## config.mk

```make
export PLATFORM = sky130hd
export DESIGN_NAME = imem_sequencer
export DESIGN_NICKNAME = d
export VERILOG_FILES = /design/src/rtl/imem_sequencer.sv
export SDC_FILE = /design/constraint.sdc
export NUM_CORES = 1
export LEC_CHECK = 0
export CAP_MARGIN = 40
export CORE_MARGIN = 3
export CORE_UTILIZATION = 35
export CTS_BUF_LIST = sky130_fd_sc_hd__clkbuf_8
export DETAILED_ROUTE_END_ITERATION = 8
export DONT_BUFFER_PORTS = 1
export GPL_TIMING_DRIVEN = 0
export PLACE_DENSITY = 0.56
export SLEW_MARGIN = 15
export SYNTH_ARGS = -nofsm -noshare
export SYNTH_HDL_FRONTEND = slang
export SYNTH_SLANG_ARGS = --single-unit
```

## constraint.sdc

```tcl
create_clock -name clk -period 5.61 [get_ports clk]
set_input_delay 1.122 -clock clk [delete_from_list [all_inputs] [get_ports clk]]
set_output_delay 1.122 -clock clk [all_outputs]
set_load 0.01 [all_outputs]
```

## src/rtl/imem_sequencer.sv

```systemverilog
// Instruction memory owner for the 4-bit core: loads a program from a byte stream,
// holds the core in reset, runs it free or single-step, and flags a halt when PC stalls.
module imem_sequencer #(
    parameter int unsigned ADDR_W      = 7,
    parameter int unsigned HOLD_CYCLES = 10,
    parameter int unsigned HALT_CYCLES = 4
) (
    input  logic              clk,
    input  logic              rstn,
    input  logic              load_start,
    input  logic              load_valid,
    output logic              load_ready,
    input  logic [7:0]        load_data,
    input  logic              load_last,
    input  logic              restart,
    input  logic              step_mode,
    input  logic              step,
    input  logic [ADDR_W-1:0] pc,
    output logic [7:0]        instr,
    output logic              core_rstn,
    output logic              core_en,
    output logic              halted,
    output logic [ADDR_W:0]   load_count,
    output logic [2:0]        state
);

    localparam int unsigned DEPTH = 2 ** ADDR_W;
    localparam int unsigned CNT_W = ADDR_W + 1;

    typedef enum logic [2:0] {
        S_IDLE = 3'd0,
        S_LOAD = 3'd1,
        S_HOLD = 3'd2,
        S_RUN  = 3'd3,
        S_HALT = 3'd4
    } state_t;

    state_t             state_q, state_d;
    logic [ADDR_W-1:0]  ptr_q, ptr_d;
    logic [CNT_W-1:0]   count_d;
    logic [7:0]         hold_q, hold_d;
    logic [7:0]         same_q, same_d;
    logic [ADDR_W-1:0]  pc_prev_q, pc_prev_d;
    logic               have_prev_q, have_prev_d;
    logic               core_en_d;
    logic               xfer;
    logic               pc_same;
    logic [7:0]         mem [DEPTH];

    assign xfer    = (state_q == S_LOAD) && load_valid && load_ready;
    assign pc_same = have_prev_q && (pc == pc_prev_q);

    // Next-state, counters and next values of the registered outputs
    always_comb begin
        state_d     = state_q;
        ptr_d       = ptr_q;
        count_d     = load_count;
        hold_d      = hold_q;
        same_d      = same_q;
        pc_prev_d   = pc_prev_q;
        have_prev_d = have_prev_q;
        core_en_d   = 1'b0;

        case (state_q)
            S_IDLE, S_HALT: begin
                if (load_start)   state_d = S_LOAD;
                else if (restart) state_d = S_HOLD;
            end
            S_LOAD: begin
                if (xfer) begin
                    ptr_d   = ptr_q + ADDR_W'(1);
                    count_d = load_count + CNT_W'(1);
                    if (load_last || (ptr_q == {ADDR_W{1'b1}})) state_d = S_HOLD;
                end
            end
            S_HOLD: begin
                if (hold_q == 8'(HOLD_CYCLES - 1)) state_d = S_RUN;
                else                               hold_d  = hold_q + 8'd1;
            end
            S_RUN: begin
                if (load_start)   state_d = S_LOAD;
                else if (restart) state_d = S_HOLD;
                else if (core_en) begin
                    // The first enabled cycle only captures PC; later ones compare
                    if (have_prev_q) same_d = pc_same ? same_q + 8'd1 : 8'd0;
                    pc_prev_d   = pc;
                    have_prev_d = 1'b1;
                    if (pc_same && (same_q == 8'(HALT_CYCLES - 1))) state_d = S_HALT;
                end
            end
            default: state_d = S_IDLE;
        endcase

        // State-entry initialisation
        if (state_d == S_LOAD && state_q != S_LOAD) begin
            ptr_d   = '0;
            count_d = '0;
        end
        if (state_d == S_HOLD && state_q != S_HOLD) hold_d = '0;
        if (state_d == S_RUN && state_q != S_RUN) begin
            same_d      = '0;
            have_prev_d = 1'b0;
        end

        // Step pulses only count once already running; a step during an enable is dropped
        if (state_d == S_RUN)
            core_en_d = step_mode ? (state_q == S_RUN && step && !core_en) : 1'b1;
    end

    always_ff @(posedge clk or negedge rstn) begin
        if (!rstn) begin
            state_q     <= S_IDLE;
            ptr_q       <= '0;
            load_count  <= '0;
            hold_q      <= '0;
            same_q      <= '0;
            pc_prev_q   <= '0;
            have_prev_q <= 1'b0;
            load_ready  <= 1'b0;
            core_rstn   <= 1'b0;
            core_en     <= 1'b0;
            halted      <= 1'b0;
        end else begin
            state_q     <= state_d;
            ptr_q       <= ptr_d;
            load_count  <= count_d;
            hold_q      <= hold_d;
            same_q      <= same_d;
            pc_prev_q   <= pc_prev_d;
            have_prev_q <= have_prev_d;
            load_ready  <= (state_d == S_LOAD);
            core_rstn   <= (state_d == S_RUN) || (state_d == S_HALT);
            core_en     <= core_en_d;
            halted      <= (state_d == S_HALT);
        end
    end

    // Program storage; contents survive reset
    always_ff @(posedge clk) begin
        if (xfer) mem[ptr_q] <= load_data;
    end

    assign instr = mem[pc];
    assign state = state_q;

endmodule

```

==> results of run 1 <==
cells by family after synthesis:
logic type,Yosys count,share of synthesized area
compound gates,26,0.00375
xor+xnor,27,0.00567
fa+ha+maj,5,0.00150
buf+inv,102,0.0111
flops,1070,0.765
mux,349,0.185
simple gates,276,0.0287
power by group through the flow:
stage | logic, W | registers, W | clock network (W)
after floorplan | 0.000611 | 0.00903 | 0
after global placement | 0.000912 | 0.00903 | 0
after detailed placement | 0.000942 | 0.00904 | 0
after CTS | 0.000954 | 0.00887 | 0.00616
after global routing | 0.00101 | 0.00888 | 0.00655
final | 0.000952 | 0.00888 | 0.00601
what timing repair did:
action	in CTS	in global routing
setup endpoints to repair	8	0
gates resized for setup	15	0
hold buffers	1	0
endpoints found under the hold margin	46	0
stage by stage:
stage	hold slack [ps]	TNS, ps	setup slack (ps)	power, W	area, sq um
final	142	0	133	0.0158	47200
after global routing	102	0	144	0.0164	47200
after CTS	71.3	0	220	0.0160	47100
after detailed placement	489	-2670	-362	0.00998	44000
after global placement	494	-5240	-684	0.00995	43600
after floorplan	467	0	946	0.00964	41700
final cells by class:
cell class | instances | area [sq um] | share of cell area
Antenna cell | 3 | 7.51 | 0.000159
Buffer | 98 | 472 | 0.0100
Clock buffer | 171 | 2350 | 0.0499
Clock inverter | 137 | 691 | 0.0146
Inverter | 4 | 15.0 | 0.000318
Multi-Input combinational cell | 683 | 9360 | 0.198
Sequential cell | 1070 | 31900 | 0.676
Tap cell | 1536 | 1920 | 0.0407
Timing Repair Buffer | 41 | 467 | 0.00989
registers in the layout (all words and copies together), names as in the netlist:
signal,count
load_ready,1
mem,1024
core_rstn,1
load_count,8
same_q,8
ptr_q,7
hold_q,8
state,3
core_en,1
halted,1
have_prev_q,1
pc_prev_q,7
worst paths after layout:
check,start,endpoint,slack (ps)
max,pc[1],instr[4],130
min in group clk,load_start,halted$_DFF_PN0_,360
max reg2reg,state[0]$_DFF_PN0_,mem[54][6]$_DFFE_PP_,1080
min reg2reg,pc_prev_q[3]$_DFFE_PN0P_,pc_prev_q[3]$_DFFE_PN0P_,500
min,rstn,load_count[4]$_DFFE_PN0P_,140
max in group asynchronous,rstn,pc_prev_q[2]$_DFFE_PN0P_,5250
placed cells by master, fill, tap and decap left out, types with 4 or more instances in the layout:
| cell type | n |
|---|---|
| or3_1 | 4 |
| nor2_1 | 159 |
| nor3b_1 | 4 |
| clkbuf_1 | 42 |
| clkbuf_2 | 16 |
| xor2_1 | 16 |
| inv_1 | 75 |
| xnor2_1 | 11 |
| buf_2 | 19 |
| ha_1 | 5 |
| nand4_1 | 11 |
| clkbuf_8 | 171 |
| buf_8 | 10 |
| nand2_1 | 48 |
| mux2_2 | 10 |
| buf_6 | 19 |
| inv_8 | 6 |
| nor2b_1 | 11 |
| a21oi_1 | 12 |
| clkinv_2 | 12 |
| buf_4 | 25 |
| nor3_1 | 4 |
| mux4_2 | 336 |
| o21ai_0 | 4 |
| and3_1 | 4 |
| edfxtp_1 | 1024 |
| buf_1 | 7 |
| dfrtp_1 | 46 |
| clkinv_1 | 39 |
| nand3_1 | 19 |
layer usage:
layer | vias up | track usage
met5 | - | 0
met4 | 0 | 0.0473
met3 | 122 | 0.0431
met2 | 874 | 0.268
met1 | 10859 | 0.244
li1 | 8245 | -
==> results.md, run 1 <==
* Post-Route WL at 106,000 um
* DR WL met3 at 9200 um
* CP Capture Type: primary output
* M1 wire length at 44,500 um
* Syn Inst Count at 1,855
* Post-detail-place hpwl at 67,600 um
* Largest net degree at the start of global routing at 129
* Yosys cell types at 40
* Synthesis-to-layout area growth at 13.1%
* Post-synth top cells: edfxtp_1, mux4_2, nor2_1
* Yosys top cell area share at 0.737
* Total congestion overflow at 0
* Core Region at 118,000 sq um
* Drt pass-1 iters at 5
* Pins over their slew limit at 0
* Clock group share of total power at 0.380
* Slew margin rel. at 0.394
* Root buf cell: clkbuf_8
* Syn nets at 1,883
* Vias at 20,100
* Leakage Power at 14.9 nW
* DIE HEIGHT at 351 um
* Cell Chain, Critical Path: clkbuf_2 > clkbuf_2 > clkbuf_1 > buf_6 > mux4_2 > mux4_2 > mux4_2 > mux2_2
* CTS tree: yes
* Switching pwr at 0.00366 W
* CTS H-tree lvls at 4
* Status: finished, final reports clean
* Hold Path Class: in2async
* Crit path buf inv count at 4
* Nets@finish at 2,096
* Final worst clock skew at 25.9 ps
* Routed vias/inst at 5.37
* Setup Buffers After CTS at 0
* Sw Ratio at 0.231
* Final hold vios at 0
* Register area share after synthesis at 0.765
* Worst Path Arrival at 4360 ps
* CP startpoint kind: input pin
* Die X at 351 um
* Synth area leader: edfxtp_1
* Starting DRT DRC Count at 2,472
* Critical path's top delay family: multiplexers
* RSZ-0062 raised after global routing: false
* # port buffers at 0
* Ports at 46
* Pwr per Cell Area at 336 nW/um^2
* Internal Power at 0.0122 W
* Worst Path Max Fanout at 10
* Sequential Power Share at 0.560
* Critical Path Stages at 8
* Worst-Margin Slew at 906 ps
* Netlist Area Pre-Place at 41,700 sq um
* Max cap viols at 0
* Skew-Pair Late Insertion Delay at 830 ps
* Initial antenna violation count at 4
* Highest metal used: met4
* Vias in the first global route at 20,673
* Post-synth EDFFs at 1,024
* VDD IR max at 0.203 mV
* Worst path slowest cell: mux4_2
* Ys async rst share at 0.0430
* RePlAce Congestion at 0.805
* Clk slew on worst S/H paths at 60 ps
* Overall Global Routing Usage at 0.173
* Tcrit/Tclk final at 0.976
* Ys Warns at 0
* Initial Utilization at 0.353
* Placed instance count at 3,420
* Req. time, crit path at 4490 ps
* Post-route core utilization at 0.399
* WL met2 at 50,100 um
* Setup-failing EPs final at 0
* Post-DRT Antenna Nets at 0
* Fmax at 0.183 GHz
* WL per Instance at 28.2 um
* DRC Markers at 0
* Top-count cell post-synth: edfxtp_1
* Filler cell count at 10,385
* Core Rows at 126
* Total clock sinks at 1,070
* Global-route wire length before repair at 151,000 um
* R2R cell count at 8
* Top cells by area, synth: edfxtp_1, mux4_2, dfrtp_1
* Synthesized flop and latch total at 1,070
* Comb pwr share at 0.060
* Average cell area after synthesis at 22.5 sq um
* CTS Buf Count at 170
* Final cell count without fillers at 3,743
* Share of layout cells above drive strength 1 at 0.288
* Fin crit period at 5480 ps
* Synth Flop Type: edfxtp_1
* Top cell by count, worst path: mux4_2
* WS Path Type: in2out
* Clk buf depth at 3
* Worst path max stage delay at 610 ps
* Die area at 123,000 sq um
Note: power is estimated with default switching activity, not from simulation.
==> inputs of run 2 (changes only) <==
--- a/constraint.sdc
+++ b/constraint.sdc
@@ -3,2 +3,2 @@
 set_output_delay 1.122 -clock clk [all_outputs]
-set_load 0.01 [all_outputs]
+set_load 0.02 [all_outputs]
==> results of run 2 <==
The final DEF is identical to that of run 1. Status: finished, final reports clean.
Among the figures that moved: setup slack after placement -362 ps -> -385 ps; setup slack after layout 133 ps -> 110 ps; register-to-register setup slack 1080 ps -> 1010 ps; total power 0.0158 W -> 0.0159 W
==> inputs of run 3 (changes only) <==
- SLEW_MARGIN: 15 -> 25
==> run 3 against run 2 <==
- non-clock buffer count is 21 higher
- total power is 0.14% higher
- setup slack better by 50 ps
- critical path type unchanged
- critical endpoint is now instr[5]
==> results.md, run 3 (same netlist as run 1, synthesis figures left out) <==
* Status: finished, final reports clean
* Largest reg by FF count: mem
* Sw Ratio at 0.234
* Total clock sinks at 1,070 (unchanged)
* Placed instance count at 3,411 (-0.26%)
* Clk buf depth at 3 (unchanged)
* Tot Pwr at 0.0159 W
* Worst Path Arrival at 4330 ps
* CTS Buf Count at 170 (unchanged)
* Comb pwr share at 0.060
* RePlAce Congestion at 0.805 (unchanged)
* Largest net degree at the start of global routing at 129 (unchanged)
* CTS H-tree lvls at 4 (unchanged)
* Final hold vios at 0 (unchanged)
* Commonest non-fill, non-tap cell in the layout: edfxtp_1
* Setup-failing EPs final at 0 (unchanged)
* Fmax at 0.184 GHz
* Crit Reg-Reg Startpoint: state[0]$_DFF_PN0_
* RSZ-0062 raised after global routing: false
* Global-route wire length before repair at 149,000 um (-0.99%)
* Req. time, crit path at 4490 ps (about the same)
* Root buf cell: clkbuf_8
* Internal Power at 0.0122 W
* Overall Global Routing Usage at 0.172 (-0.000504)
* Initial antenna violation count at 3 (-1)
* Post-detail-place hpwl at 67,100 um (-0.72%)
* VDD IR max at 0.217 mV (+6.5%)
* Total congestion overflow at 0 (unchanged)
* CTS tree: yes
* Final worst clock skew at 31.5 ps (+5.58 ps)
* Final cell count without fillers at 3,765 (+0.59%)
* Ports at 46 (unchanged)
* Final Hold Slack at 133 ps (-9.21 ps)
* Worst-Margin Slew at 908 ps (+2.01 ps)
* WS Path Type: in2out
* Vias in the first global route at 20,590 (-0.40%)
* Pins over their slew limit at 0 (unchanged)
* Max FFs per register at 1,024 (unchanged)
* CP Capture Type: primary output
* Vias at 20,126 (+0.13%)
* CP startpoint: pc[1]
* # port buffers at 0 (unchanged)
* Routed vias/inst at 5.35 (-0.46%)
* Drt pass-1 iters at 6 (+1)
* DIE HEIGHT at 351 um (unchanged)
* Core Rows at 126 (unchanged)
* Share of layout cells above drive strength 1 at 0.302 (+0.0144)
* Post-DRT Antenna Nets at 0 (unchanged)
* DP Area at 43,900 sq um (-0.25%)
* Die X at 351 um (unchanged)
* Sequential Power Share at 0.560 (about the same)
* Clk slew on worst S/H paths at 60 ps (about the same)
* Nets@finish at 2,117 (+1.0%)
* Setup TNS Final at 0 ps (unchanged)
* WL per Instance at 28.1 um (-0.64%)
* Core Region at 118,000 sq um (unchanged)
* Post-Route WL at 106,000 um (about the same)
* Switching pwr at 0.00371 W
* DRC Markers at 0 (unchanged)
* Fin crit period at 5450 ps
* Max cap viols at 0 (unchanged)
* Clock group share of total power at 0.380
* Die area at 123,000 sq um (unchanged)
* Final Cell Area at 47,300 sq um (+0.27%)
* Worst Path Max Fanout at 10 (unchanged)
* Leakage Power at 15.0 nW (+0.51%)
* Setup Buffers After CTS at 0 (unchanged)
* Starting DRT DRC Count at 1,976 (-20%)
* Synthesis-to-layout area growth at 13.4%
* Slew margin rel. at 0.393 (-0.000804)
* Skew-Pair Late Insertion Delay at 840 ps (about the same)
* Filler cell count at 10,351 (-0.33%)
* Pwr per Cell Area at 336 nW/um^2
* Most frequent cells in the layout: edfxtp_1, mux4_2, clkbuf_8, nor2_1, inv_1
* Hold Path Class: in2async
* Tcrit/Tclk final at 0.971
* Initial Utilization at 0.353 (unchanged)
* CP startpoint kind: input pin
## run 3: changes by cell type in the layout (fill, tap and decap cells not counted), sizes merged
cell,change
clkbuf,+9
clkinvlp,+2
bufinv,-1
clkinv,+13
diode,+1
buf,+15
inv,-17
## run 3: layout make-up
type                            count  area (sq um)  share of cell area
Inverter                            4          15.0            0.000317
Clock inverter                    134           664              0.0140
Antenna cell                        4          10.0            0.000212
Multi-Input combinational cell    683          9360               0.198
Clock buffer                      174          2390              0.0506
Tap cell                         1536          1920              0.0406
Buffer                             98           483              0.0102
Timing Repair Buffer               62           567              0.0120
Sequential cell                  1070         31900               0.674
## run 3: layer usage
metal,part of all wire,wire [um],track usage
met5,0.00098,104,0.00667
met4,0.027,2830,0.0597
met3,0.10,11000,0.0600
met2,0.47,49400,0.265
met1,0.40,42300,0.228
## run 3: path summary, 6_finish.rpt
kind	end	slack, ps	depth (start not counted)
max	instr[5]	160	8
min	load_count[5]$_DFFE_PN0P_	130	1
max reg2reg	mem[110][2]$_DFFE_PP_	1010	8
min reg2reg	pc_prev_q[3]$_DFFE_PN0P_	490	2
max in group asynchronous	ptr_q[0]$_DFFE_PN0P_	5250	1
min in group clk	halted$_DFF_PN0_	370	1
## run 3: repair_timing
item / in CTS / in global routing
setup endpoints to repair: 8 / 0
hold endpoints to repair: 46 / 0
hold buffers: 1 / 0
gates resized for setup: 15 / 0
## run 3: per-stage QoR
stage	utilization	worst slack, ps
global placement	0.369	-712
CTS	0.397	155
detailed placement	0.371	-405
floorplan	-	916
finish	0.400	160
global route	0.400	93.0
## run 3: critical path, stage by stage
cell,delay (ps)
clkbuf_2,250
clkbuf_2,330
clkbuf_1,480
buf_6,240
mux4_2,330
mux4_2,590
mux4_2,550
mux2_2,410
## run 3: power groups by stage
stage               sequential (W)  clock [W]  combinational [W]
floorplan                  0.00904          0           0.000619
global placement           0.00905          0           0.000920
detailed placement         0.00905          0           0.000942
CTS                        0.00889    0.00619           0.000953
global route               0.00889    0.00656            0.00101
finish                     0.00889    0.00604           0.000956
